<file path="src/rtl/dot_product_pkg.sv">
// Shared types, widths and address helper for the dot-product sequencer and its MAC.
package dot_product_pkg;

  localparam int DATA_WIDTH  = 8;
  localparam int VEC_LEN     = 8;
  localparam int NUM_VECTORS = 4;
  localparam int ADDR_WIDTH  = 5;
  localparam int SEL_WIDTH   = $clog2(NUM_VECTORS);
  localparam int IDX_WIDTH   = $clog2(VEC_LEN);
  localparam int RES_WIDTH   = 2 * DATA_WIDTH + $clog2(VEC_LEN);

  typedef enum logic [2:0] {
    IDLE,
    RD_A,
    RD_B,
    MAC,
    DONE
  } state_t;

  // First memory word of the selected vector.
  function automatic logic [ADDR_WIDTH-1:0] base(input logic [SEL_WIDTH-1:0] sel);
    return ADDR_WIDTH'(sel) * ADDR_WIDTH'(VEC_LEN);
  endfunction

endpackage

</file>
<file path="src/rtl/dot_product_ctrl_if.sv">
// Vector-memory port owned by the sequencer: gated write enable plus the read port.
interface dot_product_ctrl_if;
  import dot_product_pkg::*;

  logic                  mem_wr_en;
  logic                  mem_rd_en;
  logic [ADDR_WIDTH-1:0] mem_rd_addr;
  logic [DATA_WIDTH-1:0] mem_rd_data;

  modport master (
    output mem_wr_en,
    output mem_rd_en,
    output mem_rd_addr,
    input  mem_rd_data
  );

  modport slave (
    input  mem_wr_en,
    input  mem_rd_en,
    input  mem_rd_addr,
    output mem_rd_data
  );

endinterface

</file>
<file path="src/rtl/dot_mac.sv">
// Registered multiply-accumulate with clear and enable.
// Define DOT_PRODUCT_SIGNED_EN for two's-complement operands; default is unsigned.
module dot_mac
  import dot_product_pkg::*;
(
  input  logic                 clk,
  input  logic                 rst_n,
  input  logic                 clr,
  input  logic                 en,
  input  logic [DATA_WIDTH-1:0] a,
  input  logic [DATA_WIDTH-1:0] b,
  output logic [RES_WIDTH-1:0]  acc
);

  logic [RES_WIDTH-1:0] prod_ext;

`ifdef DOT_PRODUCT_SIGNED_EN
  logic signed [2*DATA_WIDTH-1:0] prod;

  always_comb begin
    prod     = $signed(a) * $signed(b);
    prod_ext = {{(RES_WIDTH-2*DATA_WIDTH){prod[2*DATA_WIDTH-1]}}, prod};
  end
`else
  logic [2*DATA_WIDTH-1:0] prod;

  always_comb begin
    prod     = a * b;
    prod_ext = {{(RES_WIDTH-2*DATA_WIDTH){1'b0}}, prod};
  end
`endif

  // The accumulator is wide enough for VEC_LEN full-scale products, so it wraps never.
  always_ff @(posedge clk) begin
    if (!rst_n)      acc <= '0;
    else if (clr)    acc <= '0;
    else if (en)     acc <= acc + prod_ext;
  end

endmodule

</file>
<file path="src/rtl/dot_product_ctrl.sv">
// Sequencer that reads two vectors from the shared memory, accumulates their dot
// product and gates host writes while busy. Option macro: DOT_PRODUCT_SIGNED_EN.
module dot_product_ctrl
  import dot_product_pkg::*;
(
  input  logic                 clk,
  input  logic                 rst_n,
  input  logic                 start,
  input  logic [SEL_WIDTH-1:0] vec_a_sel,
  input  logic [SEL_WIDTH-1:0] vec_b_sel,
  input  logic                 host_wr_en,
  output logic                 wr_rejected,
  output logic                 busy,
  output logic                 done,
  output logic [RES_WIDTH-1:0] result,
  dot_product_ctrl_if.master   mem
);

  localparam logic [IDX_WIDTH-1:0] IDX_LAST = IDX_WIDTH'(VEC_LEN - 1);

  state_t                state;
  logic [SEL_WIDTH-1:0]  a_sel;
  logic [SEL_WIDTH-1:0]  b_sel;
  logic [IDX_WIDTH-1:0]  idx;
  logic [DATA_WIDTH-1:0] op_a;
  logic                  rd_en_q;
  logic [ADDR_WIDTH-1:0] rd_addr_q;
  logic [RES_WIDTH-1:0]  acc;
  logic                  accept;

  assign accept          = (state == IDLE) && start;
  assign mem.mem_wr_en   = host_wr_en & ~busy;
  assign mem.mem_rd_en   = rd_en_q;
  assign mem.mem_rd_addr = rd_addr_q;

  dot_mac u_mac (
    .clk   (clk),
    .rst_n (rst_n),
    .clr   (accept),
    .en    (state == MAC),
    .a     (op_a),
    .b     (mem.mem_rd_data),
    .acc   (acc)
  );

  // Read address/enable are registered one state ahead so each memory word arrives
  // in the state that consumes it: A data in RD_B, B data in MAC.
  // NOTE: all state here uses non-blocking assignments so every branch reads the
  // pre-edge values; a blocking write would leak into later reads in the same block.
  always_ff @(posedge clk) begin
    if (!rst_n) begin
      state       <= IDLE;
      busy        <= 1'b0;
      done        <= 1'b0;
      wr_rejected <= 1'b0;
      rd_en_q     <= 1'b0;
      rd_addr_q   <= '0;
      result      <= '0;
      idx         <= '0;
      a_sel       <= '0;
      b_sel       <= '0;
      op_a        <= '0;
    end else begin
      done        <= 1'b0;
      wr_rejected <= host_wr_en & busy;
      unique case (state)
        IDLE: begin
          if (start) begin
            a_sel     <= vec_a_sel;
            b_sel     <= vec_b_sel;
            idx       <= '0;
            busy      <= 1'b1;
            rd_en_q   <= 1'b1;
            rd_addr_q <= base(vec_a_sel);
            state     <= RD_A;
          end
        end
        RD_A: begin
          rd_addr_q <= base(b_sel) + ADDR_WIDTH'(idx);
          state     <= RD_B;
        end
        RD_B: begin
          op_a    <= mem.mem_rd_data;
          rd_en_q <= 1'b0;
          state   <= MAC;
        end
        MAC: begin
          if (idx == IDX_LAST) begin
            busy  <= 1'b0;
            state <= DONE;
          end else begin
            idx       <= idx + 1'b1;
            rd_en_q   <= 1'b1;
            rd_addr_q <= base(a_sel) + ADDR_WIDTH'(idx + 1'b1);
            state     <= RD_A;
          end
        end
        DONE: begin
          result <= acc;
          done   <= 1'b1;
          state  <= IDLE;
        end
        default: state <= IDLE;
      endcase
    end
  end

endmodule

</file>
<file path="src/flat_wrapper.sv">
// flat-port wrapper written by rule: the top's interface ports become plain ports
module dot_product_ctrl_flat import dot_product_pkg::*;
  (clk, rst_n, start, vec_a_sel, vec_b_sel, host_wr_en, wr_rejected, busy, done, result, mem_mem_wr_en, mem_mem_rd_en, mem_mem_rd_addr, mem_mem_rd_data);
  dot_product_ctrl_if mem_i ();
  input  logic clk;
  input  logic rst_n;
  input  logic start;
  input  logic [SEL_WIDTH-1:0] vec_a_sel;
  input  logic [SEL_WIDTH-1:0] vec_b_sel;
  input  logic host_wr_en;
  output logic wr_rejected;
  output logic busy;
  output logic done;
  output logic [RES_WIDTH-1:0] result;
  output wire logic [$bits(mem_i.mem_wr_en)-1:0] mem_mem_wr_en;
  output wire logic [$bits(mem_i.mem_rd_en)-1:0] mem_mem_rd_en;
  output wire logic [$bits(mem_i.mem_rd_addr)-1:0] mem_mem_rd_addr;
  input wire logic [$bits(mem_i.mem_rd_data)-1:0] mem_mem_rd_data;
  assign mem_mem_wr_en = mem_i.mem_wr_en;
  assign mem_mem_rd_en = mem_i.mem_rd_en;
  assign mem_mem_rd_addr = mem_i.mem_rd_addr;
  assign mem_i.mem_rd_data = mem_mem_rd_data;
  dot_product_ctrl u_core (.clk(clk), .rst_n(rst_n), .start(start), .vec_a_sel(vec_a_sel), .vec_b_sel(vec_b_sel), .host_wr_en(host_wr_en), .wr_rejected(wr_rejected), .busy(busy), .done(done), .result(result), .mem(mem_i));
endmodule
</file>
<file path="config.mk">
export PLATFORM = sky130hd
export DESIGN_NAME = dot_product_ctrl_flat
export DESIGN_NICKNAME = d
export VERILOG_FILES = /design/src/rtl/dot_product_pkg.sv /design/src/rtl/dot_product_ctrl_if.sv /design/src/rtl/dot_mac.sv /design/src/rtl/dot_product_ctrl.sv /design/src/flat_wrapper.sv
export SDC_FILE = /design/constraint.sdc
export NUM_CORES = 1
export LEC_CHECK = 0
export ABC_AREA = 1
export BUFFER_PORTS_ARGS = -buffer_cell sky130_fd_sc_hd__buf_2
export CAP_MARGIN = 20
export CORE_ASPECT_RATIO = 2
export CORE_MARGIN = 2
export CORE_UTILIZATION = 43
export CTS_CLUSTER_SIZE = 12
export DETAILED_ROUTE_END_ITERATION = 10
export PLACE_DENSITY = 0.67
export SKIP_CTS_REPAIR_TIMING = 1
export SYNTH_ARGS = -nofsm -noshare
export SYNTH_HDL_FRONTEND = slang
export SYNTH_HIERARCHICAL = 1
export SYNTH_SLANG_ARGS = --single-unit
export TNS_END_PERCENT = 10
</file>
<file path="constraint.sdc">
create_clock -name clk -period 4.2 [get_ports clk]
set_input_delay 0.84 -clock clk [delete_from_list [all_inputs] [get_ports clk]]
set_output_delay 0.84 -clock clk [all_outputs]
set_load 0.01 [all_outputs]
</file>
# ---- Word-level counts from Yosys, hierarchy flattened
# Index checks and enable logic that the tools add are counted.
dict set report word_totals {
  wordCells 56
  ff_bits 65
  output_inout_bits 29
  in_bits 16
}
dict set report op_classes {
  reduce_logical 11
  n_addsub 5
  n_mux 15
  n_mul 1
  bitwise_logic 4
  n_eq_ne 8
}
# operator count
set op_table {}
lappend op_table {{19-bit by 16-bit adder with 19-bit output} 1}
lappend op_table {{8-bit by 8-bit multiplier with 16-bit output} 1}
lappend op_table {{5-bit case mux with 3 select lines} 1}
lappend op_table {{3-bit 2-to-1 mux} 4}
lappend op_table {{3-bit case mux with 4 select lines} 1}
lappend op_table {{3-bit AND reduction} 4}
lappend op_table {{5-bit 2-to-1 mux} 2}
lappend op_table {{3-bit by 2-bit == test with 1-bit output, second input constant} 2}
lappend op_table {{3-bit == test, second input constant} 2}
lappend op_table {{3-bit case mux with 2 select lines} 1}
lappend op_table {{3-bit nonzero test} 2}
lappend op_table {{5-bit by 3-bit adder with 5-bit output} 1}
lappend op_table {{5-bit adder} 1}
lappend op_table {{3-bit by 1-bit adder with 4-bit output, second input constant} 1}
lappend op_table {{1-bit 2-to-1 mux} 4}
lappend op_table {{2-bit inequality test, second input constant} 2}
lappend op_table {{3-bit by 1-bit adder with 3-bit output, second input constant} 1}
lappend op_table {{3-bit by 1-bit == test with 1-bit output, second input constant} 1}
lappend op_table {{3-bit logical NOT} 1}
lappend op_table {{1-bit case mux with 3 select lines} 1}
lappend op_table {{1-bit AND} 2}
lappend op_table {{2-bit by 1-bit inequality test with 1-bit output, second input constant} 1}
lappend op_table {{1-bit NOT} 2}
lappend op_table {{1-bit case mux with 2 select lines} 1}
lappend op_table {{4 further kinds} 4}

# ---- Logic depth before layout (Yosys ltp)
dict set report depth {
  ltp_word 4
  depth_mapped 22
  mapped_depth_nobuf 21
}

# ---- Cells and area by module
# Netlist, hierarchy kept.
# mod n_inst area_per_inst_um2 seq_area_each_um2 cells_each
set by_module_without_submodules {}
lappend by_module_without_submodules {dot_mac 1 3706.1 380.4 555}
lappend by_module_without_submodules {dot_product_ctrl 1 1898.1 920.9 259}

# ---- Least setup slack after synthesis
# Ideal clock, no wire load.
dict set report synth_timing {
  kind {input -> register}
  start {input port mem_mem_rd_data[7]}
  end {register u_core.u_mac.acc[16]}
  setup_slack_ns -0.239
  required_time_ns 4.091
  t_arrival_ns 4.330
  setup_ns 0.109
  stages 20
  path_cell_list {clkbuf_1 > nand2_1 > fa_1 > inv_1 > fa_1 > inv_1 > fa_1 > inv_1 > fa_1 > ha_1 > nand2_1 > inv_1 > nand2_1 > nand2_1 > a21oi_1 > nand2_1 > nand2_1 > nand3_1 > nand2_1 > inv_1}
}
dict set report synth_between {
  elab_chain_cells 2
}
# item line
set synth_rtl {}
lappend synth_rtl {{start: declaration} flat_wrapper.sv:18} ;# input wire logic [$bits(mem_i.mem_rd_data)-1:0] mem_mem_rd_data;
lappend synth_rtl {{8-bit by 8-bit multiplier with 16-bit output} dot_mac.sv:28} ;# prod = a * b;
lappend synth_rtl {{19-bit by 16-bit adder with 19-bit output} dot_mac.sv:37} ;# else if (en) acc <= acc + prod_ext;
lappend synth_rtl {{end signal: assignment} dot_mac.sv:37}
lappend synth_rtl {{end: declaration} dot_mac.sv:12} ;# output logic [RES_WIDTH-1:0] acc
# No other way between the ends.
# A chain may end at the register's enable or synchronous reset.

# ---- Final worst setup path
dict set report layout_timing {
  start {input port mem_mem_rd_data[5]}
  end {register u_core.u_mac.acc[13]}
}
# Same word-level chain as after synthesis.

==> run_results.csv <==
group,metric,value,unit
power_and_ir_drop,p_sw,0.000750,W
worst_setup_path,startpoint_type,"input port",
placement,dp_hpwl,10900,um
yosys,syn-cell-area,0.00560,mm2
timing,fin_skew,6.68,ps
worst_hold_path,hold_path.class,"reg -> reg",
layout,fillers,1263,
clocking,root_buffer,"clkbuf_16",
worst_setup_path,cp_top_family,"adder cells",
clocking,cts_sinks,65,
clocking,cts_buffers,9,
yosys,synth.net_count,923,
die,die_area,0.0140,mm2
power_and_ir_drop,power_frac_clock,36.6,%
worst_setup_path,worst-path-max-fanout,8,
power_and_ir_drop,power_density,330,mW/mm2
worst_setup_path,cp_cell_sequence,"buf_12 -> buf_6 -> nand2_2 -> inv_2 -> fa_2 -> fa_2 -> fa_1 -> inv_1 -> fa_1 -> inv_2 -> ha_4 -> nand2_4 -> nor2_4 -> nand2_2 -> nand3_4 -> nand2_4 -> nand2_2 -> nand2_2 -> nand3_2 -> nand2_1 -> inv_1",
yosys,synthTopCellsByCount,"inv_1 (207), nand2_1 (182), nor2_1 (100)",
power_and_ir_drop,power.internal,0.00148,W
timing,fin_crit,4090,ps
yosys,synthCells,814,
layout,final_net_count,975,
timing,hold_viol,0,
layout,drive_gt1_share,19.6,%
yosys,avgSynthCellArea,6.88,um2
drt,drc_errors,0,
drt,drt_wl_total,13800,um
yosys,yosys_warnings,6,
grt,grt_pass1_vias,4867,
grt,grt_max_degree,46,
timing,rsz0062_at_grt,"true",
yosys,yosysMostFrequentCell,"inv_1",
yosys,ys_top_cells_by_area,"dfxtp_1 (23%), fa_1 (18%), inv_1 (14%), nand2_1 (12%), ha_1 (9.6%)",
placement,placedCellCount,1008,
worst_setup_path,crit_type,"in -> reg",
timing,postLayoutSetupSlackWorst,115,ps
timing,slew_viol_final,0,
drt,via_per_inst,4.80,
worst_setup_path,worstPathArrival,4310,ps
placement,place_ws,-425,ps
power_and_ir_drop,pwr-share-seq,31.1,%
worst_setup_path,slowest_stage,"fa_2",
die,die_h,165,um
grt,grt_overflow,0,
timing,worstMarginPinSlew,713,ps
clocking,clkTransAtPathRegs,60,ps
clocking,clock_latency,330,ps
clocking,cts_buffer_depth,2,
die,rows,59,
drt,wl_per_cell,13.5,um
yosys,synth-seq-cells,65,
clocking,cts_tree,"built",
worst_setup_path,slowest_delay,550,ps
placement,routabilityCongestion,0.876,
layout,antenna_cells_inserted,0,
job,cap_viol_max_count,0,
drt,antenna_left,0,
grt,track_usage,20.3,%
worst_setup_path,cp.required,4430,ps
yosys,synth_flop_cell,"dfxtp_1",
timing,fmax,245,MHz
drt,routed-via-count,4908,
worst_setup_path,path_buf_inv,6,
die,core_area,0.0128,mm2
drt,drt_pass1_iterations,5,
yosys,yosysTopAreaCellShare,23.2,%
yosys,ys_seq_area_share,23.2,%
worst_setup_path,crit_top_cell,"nand2_2",
die,initial_core_util,43.6,%
power_and_ir_drop,power.leakage,3.88,nW
worst_setup_path,end_kind,"flop",
placement,io_buffers,44,
layout,final_cell_count_no_fill,1023,
timing,hold_ws,449,ps
die,die-width,84.7,um
status,outcome,"finished, final reports clean",
yosys,netlist-cell-type-count,27,
yosys,synth_area_leader_cell,"dfxtp_1",
timing,period_share,97.3,%
yosys,synthArstFlopShare,0,%
power_and_ir_drop,sw_frac_of_total,33.7,%
grt,antenna_found_initial,0,
grt,grt_pass1_wl,22700,um
power_and_ir_drop,p_comb_share,32.2,%
drt,drtIter0Drc,166,
clocking,htree_levels,3,
yosys,synth_edf_count,0,
timing,slew_headroom,52.4,%
timing,setup_viol,0,
layout,syn_to_final_growth,20.3,%
timing,finalSetupTns,0,ps
power_and_ir_drop,ir_worst_vdd,0.275,mV
power_and_ir_drop,power.total,0.00223,W
die,io_pins,45,
-- layout by cell type (no fill, tap or decap), types with 2 or more instances in the layout --
| master | n |
|---|---|
| a21oi_2 | 3 |
| ha_4 | 8 |
| nand3_2 | 7 |
| nand2_2 | 21 |
| nand2_1 | 155 |
| ha_1 | 34 |
| buf_6 | 2 |
| buf_4 | 29 |
| nor2_2 | 5 |
| inv_6 | 2 |
| dfxtp_2 | 2 |
| clkbuf_16 | 9 |
| fa_2 | 4 |
| nand4_1 | 5 |
| o21ai_0 | 43 |
| clkinv_4 | 2 |
| nand3_4 | 3 |
| fa_1 | 46 |
| inv_1 | 195 |
| nor2_1 | 97 |
| inv_2 | 16 |
| xor2_1 | 4 |
| a21boi_0 | 2 |
| nand3_1 | 30 |
| bufinv_16 | 2 |
| a21oi_1 | 22 |
| nand2_4 | 8 |
| nor2_4 | 4 |
| buf_2 | 37 |
| dfxtp_1 | 63 |
-- routing by layer --
layer / up-vias / global-route usage [%] / share of wire, %
met2: 93 / 36.1 / 52
met1: 2291 / 24.6 / 42
met4: 0 / 8.37 / 3.4
li1: 2497 / - / -
met5: - / 0 / 0
met3: 27 / 2.14 / 2.8
-- metrics by stage --
step,cell area [um2],utilization [%]
3_3_place_gp,6170,48.1
5_1_grt,6740,52.5
3_5_place_dp,6170,48.1
2_1_floorplan,5720,-
6_report,6740,52.5
4_1_cts,6500,50.6
-- path summary, 6_finish.rpt --
path,to,depth (start not counted),slack (ps),from
setup / recovery,u_core/u_mac/acc[13]$_SDFFE_PP0P_,21,110,mem_mem_rd_data[5]
hold / removal,u_core/mem.mem_rd_en$_SDFFE_PN0P_,2,450,u_core/mem.mem_rd_en$_SDFFE_PN0P_
setup reg to reg,u_core/u_mac/acc[10]$_SDFFE_PP0P_,16,160,u_core/op_a[3]$_SDFFE_PN0N_
hold reg to reg,u_core/mem.mem_rd_en$_SDFFE_PN0P_,2,450,u_core/mem.mem_rd_en$_SDFFE_PN0P_
-- worst min-delay path: cells and delay by family, from the launching register on --
family	cells	cell delay, ps
buffers and inverters	1	50
AO/OA/AOI/OAI	1	50
flip-flops	1	310
-- kinds of logic after synthesis --
| kind of cell | share of synthesized area, % |
|---|---|
| AOI/OAI and AO/OA | 6.72 |
| adders and majority gates | 27.5 |
| DFF | 23.2 |
| and+or+nand+nor | 25.5 |
| buffers and inverters | 16.3 |
| xor gates and xnor gates | 0.781 |
-- power by group through the flow --
stage,Clock (W),Sequential (W),Combinational (W)
2_1_floorplan,0,0.000685,0.000460
3_3_place_gp,0,0.000704,0.000637
3_5_place_dp,0,0.000705,0.000646
4_1_cts,0.000827,0.000692,0.000654
5_1_grt,0.000854,0.000699,0.000809
6_report,0.000815,0.000693,0.000717
-- state kept, by name, indices dropped and copies added, names as in the netlist --
name                    cells
u_core/op_a                 8
u_core/b_sel                2
u_core/done                 1
u_core/busy                 1
u_core/mem.mem_rd_en        1
u_core/idx                  3
u_core/state                3
u_core/u_mac/acc           19
u_core/result              19
u_core/a_sel                2
u_core/wr_rejected          1
u_core/mem.mem_rd_addr      5
-- layout make-up --
| cell class | instances | area [um2] | area share [%] |
|---|---|---|---|
| multi-input combinational | 509 | 3670 | 54.5 |
| sequential | 65 | 1300 | 19.3 |
| inverter | 211 | 792 | 11.7 |
| timing repair buffer | 70 | 453 | 6.72 |
| clock buffer | 9 | 225 | 3.34 |
| tap | 152 | 190 | 2.82 |
| clock inverter | 7 | 103 | 1.52 |
Note: power is estimated with default switching activity, not from simulation.
